File: src/rtl/lsu_mem_ctrl_pkg.sv
// Shared types and constants for the load/store memory controller.
// Holds the data width, RV32I load/store funct3 codes and the controller state encoding.
package lsu_mem_ctrl_pkg;

    localparam int unsigned DATA_WIDTH = 32;

    // Load codes; SB/SH/SW reuse F3_LB/F3_LH/F3_LW.
    localparam logic [2:0] F3_LB  = 3'b000;
    localparam logic [2:0] F3_LH  = 3'b001;
    localparam logic [2:0] F3_LW  = 3'b010;
    localparam logic [2:0] F3_LBU = 3'b100;
    localparam logic [2:0] F3_LHU = 3'b101;

    typedef enum logic [1:0] {
        IDLE,
        ACCESS,
        MERGE,
        RESP
    } lsu_state_e;

    // Unsigned variants only exist for loads.
    function automatic logic f3_illegal(input logic we, input logic [2:0] f3);
        return (f3 == 3'b011) || (f3[2:1] == 2'b11) || (we && f3[2]);
    endfunction

endpackage

File: src/rtl/lsu_lane_align.sv
// Byte/half lane steering: extracts and extends load data, and merges sub-word store
// data into a full memory word.
module lsu_lane_align
    import lsu_mem_ctrl_pkg::*;
(
    input  logic [2:0]            funct3,
    input  logic [1:0]            offset,
    input  logic [DATA_WIDTH-1:0] word,
    input  logic [DATA_WIDTH-1:0] wdata,
    output logic [DATA_WIDTH-1:0] load_data_c,
    output logic [DATA_WIDTH-1:0] merge_data_c
);

    logic [7:0]  byte_sel;
    logic [15:0] half_sel;

    // Load lane selection and extension.
    always_comb begin
        byte_sel    = word[7:0];
        half_sel    = offset[1] ? word[31:16] : word[15:0];
        load_data_c = '0;
        case (offset)
            2'd0:    byte_sel = word[7:0];
            2'd1:    byte_sel = word[15:8];
            2'd2:    byte_sel = word[23:16];
            default: byte_sel = word[31:24];
        endcase
        case (funct3)
            F3_LB:   load_data_c = {{(DATA_WIDTH-8){byte_sel[7]}}, byte_sel};
            F3_LH:   load_data_c = {{(DATA_WIDTH-16){half_sel[15]}}, half_sel};
            F3_LW:   load_data_c = word;
            F3_LBU:  load_data_c = {{(DATA_WIDTH-8){1'b0}}, byte_sel};
            F3_LHU:  load_data_c = {{(DATA_WIDTH-16){1'b0}}, half_sel};
            default: load_data_c = '0;
        endcase
    end

    // Store merge: replace only the addressed lane of the current memory word.
    always_comb begin
        merge_data_c = wdata;
        case (funct3)
            F3_LB: begin
                merge_data_c = word;
                case (offset)
                    2'd0:    merge_data_c[7:0]   = wdata[7:0];
                    2'd1:    merge_data_c[15:8]  = wdata[7:0];
                    2'd2:    merge_data_c[23:16] = wdata[7:0];
                    default: merge_data_c[31:24] = wdata[7:0];
                endcase
            end
            F3_LH: begin
                merge_data_c = word;
                if (offset[1]) begin
                    merge_data_c[31:16] = wdata[15:0];
                end else begin
                    merge_data_c[15:0] = wdata[15:0];
                end
            end
            default: merge_data_c = wdata;
        endcase
    end

endmodule

File: src/rtl/lsu_mem_ctrl.sv
// Load/store initiator between execute and a combinational-read, sync-write data memory.
// Optional LSU_MISALIGN_TRAP_EN rejects misaligned H/W accesses instead of aligning them down.
module lsu_mem_ctrl
    import lsu_mem_ctrl_pkg::*;
#(
    parameter  int unsigned MEM_SIZE   = 1024,
    localparam int unsigned MEM_ADDR_W = $clog2(MEM_SIZE)
) (
    input  logic                  clk_i,
    input  logic                  rst_ni,
    input  logic                  req_valid_i,
    output logic                  req_ready_o,
    input  logic                  req_we_i,
    input  logic [2:0]            req_funct3_i,
    input  logic [DATA_WIDTH-1:0] req_addr_i,
    input  logic [DATA_WIDTH-1:0] req_wdata_i,
    output logic                  resp_valid_o,
    input  logic                  resp_ready_i,
    output logic [DATA_WIDTH-1:0] resp_rdata_o,
    output logic                  resp_err_o,
    output logic                  mem_we_o,
    output logic [MEM_ADDR_W-1:0] mem_addr_o,
    output logic [DATA_WIDTH-1:0] mem_wdata_o,
    input  logic [DATA_WIDTH-1:0] mem_rdata_i
);

    lsu_state_e state_q, state_d;

    logic                  we_q;
    logic [2:0]            funct3_q;
    logic [1:0]            offset_q;
    logic [DATA_WIDTH-1:0] wdata_q;
    logic                  err_q;

    logic                  req_ready_d;
    logic                  resp_valid_d;
    logic [DATA_WIDTH-1:0] resp_rdata_d;
    logic                  resp_err_d;
    logic                  mem_we_d;
    logic [MEM_ADDR_W-1:0] mem_addr_d;
    logic [DATA_WIDTH-1:0] mem_wdata_d;

    logic                  capture_c;
    logic                  misalign_c;
    logic                  reject_c;
    logic [DATA_WIDTH-1:0] load_data_c;
    logic [DATA_WIDTH-1:0] merge_data_c;

    // Upper address bits beyond the memory are ignored so accesses wrap.
    logic unused_addr_hi;
    assign unused_addr_hi = ^req_addr_i[DATA_WIDTH-1:MEM_ADDR_W];

`ifdef LSU_MISALIGN_TRAP_EN
    assign misalign_c = ((req_funct3_i[1:0] == 2'b10) && (req_addr_i[1:0] != 2'b00))
                     || ((req_funct3_i[1:0] == 2'b01) && req_addr_i[0]);
`else
    assign misalign_c = 1'b0;
`endif

    assign reject_c = f3_illegal(req_we_i, req_funct3_i) || misalign_c;

    lsu_lane_align u_lane_align (
        .funct3       (funct3_q),
        .offset       (offset_q),
        .word         (mem_rdata_i),
        .wdata        (wdata_q),
        .load_data_c  (load_data_c),
        .merge_data_c (merge_data_c)
    );

    // State and registered outputs.
    always_ff @(posedge clk_i or negedge rst_ni) begin
        if (!rst_ni) begin
            state_q      <= IDLE;
            req_ready_o  <= 1'b1;
            resp_valid_o <= 1'b0;
            resp_rdata_o <= '0;
            resp_err_o   <= 1'b0;
            mem_we_o     <= 1'b0;
            mem_addr_o   <= '0;
            mem_wdata_o  <= '0;
        end else begin
            state_q      <= state_d;
            req_ready_o  <= req_ready_d;
            resp_valid_o <= resp_valid_d;
            resp_rdata_o <= resp_rdata_d;
            resp_err_o   <= resp_err_d;
            mem_we_o     <= mem_we_d;
            mem_addr_o   <= mem_addr_d;
            mem_wdata_o  <= mem_wdata_d;
        end
    end

    // Request capture on acceptance.
    always_ff @(posedge clk_i or negedge rst_ni) begin
        if (!rst_ni) begin
            we_q     <= 1'b0;
            funct3_q <= '0;
            offset_q <= '0;
            wdata_q  <= '0;
            err_q    <= 1'b0;
        end else if (capture_c) begin
            we_q     <= req_we_i;
            funct3_q <= req_funct3_i;
            offset_q <= req_addr_i[1:0];
            wdata_q  <= req_wdata_i;
            err_q    <= reject_c;
        end
    end

    // Rejected requests still pass through ACCESS (without touching memory) so every
    // single-access response, including errors, arrives with the same latency.
    always_comb begin
        state_d      = state_q;
        resp_valid_d = resp_valid_o;
        resp_rdata_d = resp_rdata_o;
        resp_err_d   = resp_err_o;
        mem_we_d     = 1'b0;
        mem_addr_d   = mem_addr_o;
        mem_wdata_d  = mem_wdata_o;
        capture_c    = 1'b0;

        case (state_q)
            IDLE: begin
                if (req_valid_i) begin
                    capture_c = 1'b1;
                    state_d   = ACCESS;
                    if (!reject_c) begin
                        mem_addr_d = {req_addr_i[MEM_ADDR_W-1:2], 2'b00};
                        if (req_we_i && (req_funct3_i == F3_LW)) begin
                            mem_we_d    = 1'b1;
                            mem_wdata_d = req_wdata_i;
                        end
                    end
                end
            end
            ACCESS: begin
                if (err_q) begin
                    state_d      = RESP;
                    resp_valid_d = 1'b1;
                    resp_err_d   = 1'b1;
                    resp_rdata_d = '0;
                end else if (!we_q) begin
                    state_d      = RESP;
                    resp_valid_d = 1'b1;
                    resp_err_d   = 1'b0;
                    resp_rdata_d = load_data_c;
                end else if (funct3_q == F3_LW) begin
                    state_d      = RESP;
                    resp_valid_d = 1'b1;
                    resp_err_d   = 1'b0;
                    resp_rdata_d = '0;
                end else begin
                    state_d     = MERGE;
                    mem_we_d    = 1'b1;
                    mem_wdata_d = merge_data_c;
                end
            end
            MERGE: begin
                state_d      = RESP;
                resp_valid_d = 1'b1;
                resp_err_d   = 1'b0;
                resp_rdata_d = '0;
            end
            RESP: begin
                if (resp_ready_i) begin
                    state_d      = IDLE;
                    resp_valid_d = 1'b0;
                end
            end
            default: state_d = IDLE;
        endcase

        req_ready_d = (state_d == IDLE);
    end

endmodule

File: config.mk
export PLATFORM = sky130hd
export DESIGN_NAME = lsu_mem_ctrl
export DESIGN_NICKNAME = d
export VERILOG_FILES = /design/src/rtl/lsu_mem_ctrl_pkg.sv /design/src/rtl/lsu_lane_align.sv /design/src/rtl/lsu_mem_ctrl.sv
export SDC_FILE = /design/constraint.sdc
export NUM_CORES = 1
export LEC_CHECK = 0
export ABC_AREA = 1
export CAP_MARGIN = 10
export CORE_ASPECT_RATIO = 0.6
export CORE_MARGIN = 1
export CORE_UTILIZATION = 42
export CTS_CLUSTER_DIAMETER = 120
export CTS_CLUSTER_SIZE = 30
export DETAILED_ROUTE_END_ITERATION = 12
export PLACE_DENSITY = 0.79
export SLEW_MARGIN = 15
export SYNTH_ARGS = -nofsm -noshare
export SYNTH_HDL_FRONTEND = slang
export SYNTH_SLANG_ARGS = --single-unit
export TNS_END_PERCENT = 50
File: constraint.sdc
create_clock -name clk_i -period 2.5 [get_ports clk_i]
set_input_delay 0.375 -clock clk_i [delete_from_list [all_inputs] [get_ports clk_i]]
set_output_delay 0.375 -clock clk_i [all_outputs]
set_load 0.01 [all_outputs]
==> metrics.md, run 1 <==
| Metric | Value |
|---|---|
| Port-buffer cells | 157 |
| Seq cells post-synth | 117 |
| Clk_lat worst skew | 0.42 ns |
| Netlist cell types | 29 |
| Placed insts | 1525 |
| GRT Overall Usage | 0.270 |
| Final Skew | 0.0105 ns |
| Root buf cell | clkbuf_16 |
| Clock power share | 0.190 |
| Arr. time, crit path | 2.48 ns |
| Number of global-route vias before repair | 7200 |
| Drt drc | 0 |
| Diodes inserted | 0 |
| Worst path required time | 2.81 ns |
| Logic pwr share | 0.565 |
| Leakage | 5.26 nW |
| Post-DP HPWL | 17100 um |
| Yosys top cell by area | dfrtp_1 |
| I/O pin total | 182 |
| P per Cell Area | 1390 nW/um^2 |
| Final min period | 2.17 ns |
| Psw | 6.28 mW |
| Die area | 18200 um^2 |
| Layout cell share with drive strength beyond 1 | 0.0589 |
| Busiest grt layer | met1 |
| Total wire length | 23700 um |
| Fin. max-slew vios | 0 |
| Top cells by area, synth | dfrtp_1, nand2_1, inv_1 |
| Max IR drop VDD | 0.596 mV |
| Sequential fraction of the synthesis area | 0.395 |
| Core box area | 17200 um^2 |
| Starting Density | 0.431 |
| H-tree depth | 4 |
| Synth top area share | 0.392 |
| Crit. End Element | flop |
| Rows | 37 |
| P&R area growth vs syn | 31.8% |
| Dpl ws | 0.366 ns |
| Max Cap Viol | 0 |
| Met1 GRT Util | 0.417 |
| Final hold viol count | 0 |
| Post-Route Setup TNS | 0 ns |
| CTS tree | yes |
| Cell Area, Synth | 7410 um^2 |
| Die H | 105 um |
| Synth Area per Inst | 6.33 um^2 |
| Setup ws final | 0.329 ns |
| Reg power frac | 0.245 |
| Resize count post-CTS | 0 |
| Clock buffer count from CTS | 17 |
| DR vias/cell | 5.01 |
| Layout Cells excl Fill | 1558 |
| GR Util met3 | 0.0710 |
| Initial antenna violation count | 0 |
| Worst-path maximum fanout | 17 |
| RSZ-0062 raised after global routing | no |
| Tightest Hold Check Type | primary input to async pin |
| Max Root-Sink Buffers | 2 |
| Layout Nets | 1420 |
| Grt total ovfl | 0 |
| Yosys warns | 0 |
| Largest net degree at the start of global routing | 52 |
| Pint | 7.25 mW |
| Setup CP Type | flop to flop |
| # setup viols final | 0 |
| DR pass1 iterations | 6 |
| Met2 GRT Util | 0.371 |
| Clk slew on worst S/H paths | 0.06 ns |
| Post-route ant nets | 0 |
| Outcome | finished, final reports clean |
| DR vias | 7806 |
| Clk sinks | 117 |
| Cells after Synth | 1170 |
| Max_slew headroom | 0.506 |
| Maximum operating frequency | 461 MHz |
| Routed WL per cell | 15.2 um |
| Startpoint Class | flop |
| Die span in x | 173 um |
| Part of the cycle the worst path needs | 0.868 |
| Net Sw Frac | 0.464 |
| Global-route wire length before repair | 38400 um |
| Routability cong. | 0.948 |
| Worst Tran Pin Value | 0.741 ns |
| DR iter-0 viols | 957 |
## synthesized netlist by cell type
cell type  number
a21oi_1        57
a31oi_1         1
buf_1           4
buf_2          18
buf_4           6
buf_6           7
clkbuf_1       24
clkinv_2        1
conb_1          1
dfrtp_1       116
dfstp_2         1
ha_1            5
inv_1         160
inv_2           5
nand2_1       476
nand2_2         7
nand3_1        50
nand3_2         3
nand4_1        14
nor2_1        116
nor2_2          5
nor2_4          1
nor2_8          1
nor3_1          1
o211ai_1        7
o21ai_0        79
o21ai_1         1
o21bai_1        1
o31ai_1         2
## cell type report
type	count	area (um^2)
multi-input combinational	829	3540
inverter	166	624
clock buffer	20	457
clock inverter	12	154
tap	234	293
timing repair buffer	180	1770
sequential	117	2930
fill	1621	7410
## sequential cells by signal, indices dropped and copies added (netlist names)
signal        cells
state_q           2
mem_wdata_o      32
mem_addr_o        8
resp_rdata_o     32
mem_we_o          1
wdata_q          32
we_q              1
req_ready_o       1
offset_q          2
resp_valid_o      1
resp_err_o        1
funct3_q          3
err_q             1
## placed cells by master (no fill, tap or decap), drive strengths merged, types with 14 or more instances in the layout
master         count
buf               23
dfrtp            116
inv              165
a21oi             57
o21ai             80
nand3             53
nand4             14
nand2            483
clkdlybuf4s50    156
nor2             123
clkbuf            20
## path summary, 6_finish.rpt
check	startpoint	cells after the start	endpoint	slack, ns
min	rst_ni	2	mem_wdata_o[31]$_DFFE_PN0P_	0.42
max reg2reg	offset_q[0]$_DFFE_PN0P_	7	mem_wdata_o[6]$_DFFE_PN0P_	0.33
max	offset_q[0]$_DFFE_PN0P_	7	mem_wdata_o[6]$_DFFE_PN0P_	0.33
max in group asynchronous	rst_ni	3	req_ready_o$_DFF_PN1_	1.32
min in group clk_i	mem_addr_o[7]$_DFFE_PN0P_	2	mem_addr_o[7]$_DFFE_PN0P_	0.47
min reg2reg	mem_addr_o[7]$_DFFE_PN0P_	2	mem_addr_o[7]$_DFFE_PN0P_	0.47
## worst max-delay path, cell delays in order, from the launching register on
cell and delay [ns]:
dfrtp_1 0.70, nor2_1 0.26, inv_1 0.11, nand3_1 0.41, a21oi_1 0.31, o21ai_0 0.13, nand2_1 0.09, nand2_1 0.05
## metal layers
metal  vias up  part of all wire  routed length, um
li1       3841                 -                  -
met1      3561              0.49              11700
met2       378              0.40               9430
met3        26             0.099               2340
met4         0             0.011                252
met5         -                 0                  0
## cells by family (layout without fill, tap and decap cells)
kind of cell	after synthesis	count (layout)	share of synthesized area
other	1	2	0.000506
adder cells (fa/ha/maj)	5	5	0.00845
AO/OA/AOI/OAI	148	148	0.104
AND/OR/NAND/NOR	674	674	0.365
buffers and inverters	225	378	0.127
flip-flops	117	117	0.395
## power by group through the flow
stage	Clock, mW	Sequential (mW)	Combinational, mW
floorplan	0	3.45	4.77
global placement	0	3.31	7.33
detailed placement	0	3.32	7.46
CTS	2.59	3.31	7.56
global route	2.68	3.42	8.55
finish	2.58	3.32	7.64
## timing repair
action / in CTS / in global routing
endpoints found under the hold margin: 26 / 0
hold buffers: 1 / 0
setup buffers: 0 / 0
## metrics by stage
stage / utilization / total power [mW] / cell area [um^2] / hold slack [ns]
6_report: 0.569 / 13.5 / 9760 / 0.419
5_1_grt: 0.569 / 14.7 / 9760 / 0.447
4_1_cts: 0.569 / 13.5 / 9760 / 0.425
3_5_place_dp: 0.532 / 10.8 / 9140 / 0.326
3_3_place_gp: 0.532 / 10.6 / 9140 / 0.323
2_1_floorplan: - / 8.22 / 7410 / 0.0794
(Power assumes the default switching activity.)
==> run 2, diff against run 1 <==
--- a/config.mk
+++ b/config.mk
@@ -13,7 +13,9 @@
 export CTS_CLUSTER_DIAMETER = 120
 export CTS_CLUSTER_SIZE = 30
 export DETAILED_ROUTE_END_ITERATION = 12
-export PLACE_DENSITY = 0.79
+export DONT_BUFFER_PORTS = 1
+export PLACE_DENSITY = 0.65
+export SKIP_LAST_GASP = 1
 export SLEW_MARGIN = 15
 export SYNTH_ARGS = -nofsm -noshare
 export SYNTH_HDL_FRONTEND = slang
==> metrics.md, run 2 (same netlist as run 1, synthesis figures left out) <==
| Metric | Value |
|---|---|
| Outcome | complete, but fails checks |
| Violated checks | hold timing |
| Routability cong. | 0.923 (-2.7%) |
| P&R area growth vs syn | 9.85% |
| DR vias | 7035 (-9.9%) |
| Routed WL per cell | 15.9 um (+4.7%) |
| Diodes inserted | 0 (unchanged) |
| Total wire length | 22300 um (-6.0%) |
| Maximum operating frequency | 466 MHz (+1.2%) |
| Max_slew headroom | 0.515 (+0.00934) |
| Final Skew | 0.00748 ns (-0.00306 ns) |
| Most frequent cells in the layout | nand2_1, inv_1, nor2_1, dfrtp_1, o21ai_0 |
| Crit. End Element | flop |
| Tightest Hold Check Type | primary input to async pin |
| Clock buffer count from CTS | 17 (unchanged) |
| Die H | 105 um (unchanged) |
| Port-buffer cells | 0 (-100%) |
| Post-Route Setup TNS | 0 ns (unchanged) |
| Final min period | 2.14 ns (-0.0268 ns) |
| Grt total ovfl | 0 (unchanged) |
| DR iter-0 viols | 882 (-7.8%) |
| Initial antenna violation count | 0 (unchanged) |
| Layout cell share with drive strength beyond 1 | 0.0627 (+0.00380) |
| Die area | 18200 um^2 (unchanged) |
| Layout Nets | 1260 (-11%) |
| Setup CP Type | flop to flop |
| Worst Tran Pin Value | 0.727 ns (-0.0140 ns) |
| DR vias/cell | 5.03 (+0.44%) |
| Number of global-route vias before repair | 6296 (-13%) |
| Max IR drop VDD | 0.669 mV (+12%) |
| Final hold viol count | 117 (+117) |
| H-tree depth | 4 (unchanged) |
| Leakage | 4.63 nW (-12%) |
| Startpoint Class | flop |
| DR pass1 iterations | 6 (unchanged) |
| Max Root-Sink Buffers | 2 (unchanged) |
| Filler Cell Count | 1819 (+12%) |
| WHS | -0.351 ns (-0.770 ns) |
| Clk sinks | 117 (unchanged) |
| Die span in x | 173 um (unchanged) |
| Multi-input logic area | 3540 um^2 (unchanged) |
| Most common cell after layout, fill and taps aside | nand2_1 |
| Core box area | 17200 um^2 (unchanged) |
| Clk slew on worst S/H paths | 0.06 ns (about the same) |
| Rows | 37 (unchanged) |
| Largest net degree at the start of global routing | 118 (+130%) |
| # setup viols final | 0 (unchanged) |
| Max Cap Viol | 0 (unchanged) |
| Clk_lat worst skew | 0.42 ns (about the same) |
| I/O pin total | 182 (unchanged) |
| Worst-path maximum fanout | 15 (-2) |
| Fin. max-slew vios | 0 (unchanged) |
| Arr. time, crit path | 2.45 ns (-0.03 ns) |
| Post-route ant nets | 0 (unchanged) |
| Top Registers | mem_wdata_o (32), resp_rdata_o (32), wdata_q (32) |
| Setup bufs post-CTS | 0 (unchanged) |
| RSZ-0062 raised after global routing | no |
| R2R setup slack | 0.36 ns (+0.03 ns) |
| Worst path required time | 2.81 ns (about the same) |
| P per Cell Area | 1490 nW/um^2 (+7.7%) |
| Starting Density | 0.431 (unchanged) |
| GRT Overall Usage | 0.252 (-0.0181) |
| Register area | 2930 um^2 (unchanged) |
| Root buf cell | clkbuf_16 |
| CTS tree | yes |
| Resize count post-CTS | 0 (unchanged) |
| Global-route wire length before repair | 35400 um (-7.7%) |
| Post-DP HPWL | 16100 um (-5.5%) |
| Part of the cycle the worst path needs | 0.858 (-0.0107) |
| Drt drc | 0 (unchanged) |
-- run 2: worst paths after layout --
kind / start / end / cells after the start
max reg2reg: offset_q[1]$_DFFE_PN0P_ / mem_wdata_o[17]$_DFFE_PN0P_ / 7
min reg2reg: wdata_q[31]$_DFFE_PN0P_ / wdata_q[31]$_DFFE_PN0P_ / 2
min in group clk_i: req_wdata_i[28] / wdata_q[28]$_DFFE_PN0P_ / 2
max in group asynchronous: rst_ni / req_ready_o$_DFF_PN1_ / 0
max: offset_q[1]$_DFFE_PN0P_ / mem_wdata_o[17]$_DFFE_PN0P_ / 7
min: rst_ni / mem_wdata_o[31]$_DFFE_PN0P_ / 0
-- run 2: critical path: stages, from the launching register on --
cell	delay [ns]
dfrtp_1	0.63
inv_1	0.33
nor2_1	0.57
nand2_1	0.10
nand3_1	0.10
nand2_1	0.12
nand2_1	0.10
a21oi_1	0.06
-- run 2: final cells by class --
class	instances	area share
Sequential cell	117	0.360
Timing Repair Buffer	20	0.0200
Multi-Input combinational cell	829	0.435
Tap cell	234	0.0360
Inverter	166	0.0767
Clock inverter	8	0.0120
Clock buffer	24	0.0604
-- run 2: stage by stage --
stage / utilization / instance area (um^2) / setup slack [ns] / cells / power [mW]
floorplan: - / 7410 / 0.744 / 1171 / 8.22
global placement: 0.439 / 7550 / 0.479 / 1366 / 9.51
detailed placement: 0.439 / 7550 / 0.445 / 1366 / 9.61
CTS: 0.474 / 8140 / 0.428 / 1398 / 12.1
global route: 0.474 / 8140 / 0.0697 / 1398 / 13.3
finish: 0.474 / 8140 / 0.356 / 1398 / 12.1
-- run 2: layer usage --
metal	track usage	wire length, um
met1	0.385	10700
met2	0.334	8790
met3	0.0830	2610
met4	0.0632	238
met5	0	0
-- run 2: where the power goes --
group	switching, mW	internal [mW]	leakage (nW)	total, mW
registers	0.864	2.78	1.46	3.64
logic	4.15	1.90	2.89	6.05
clock network	0.895	1.57	0.282	2.46
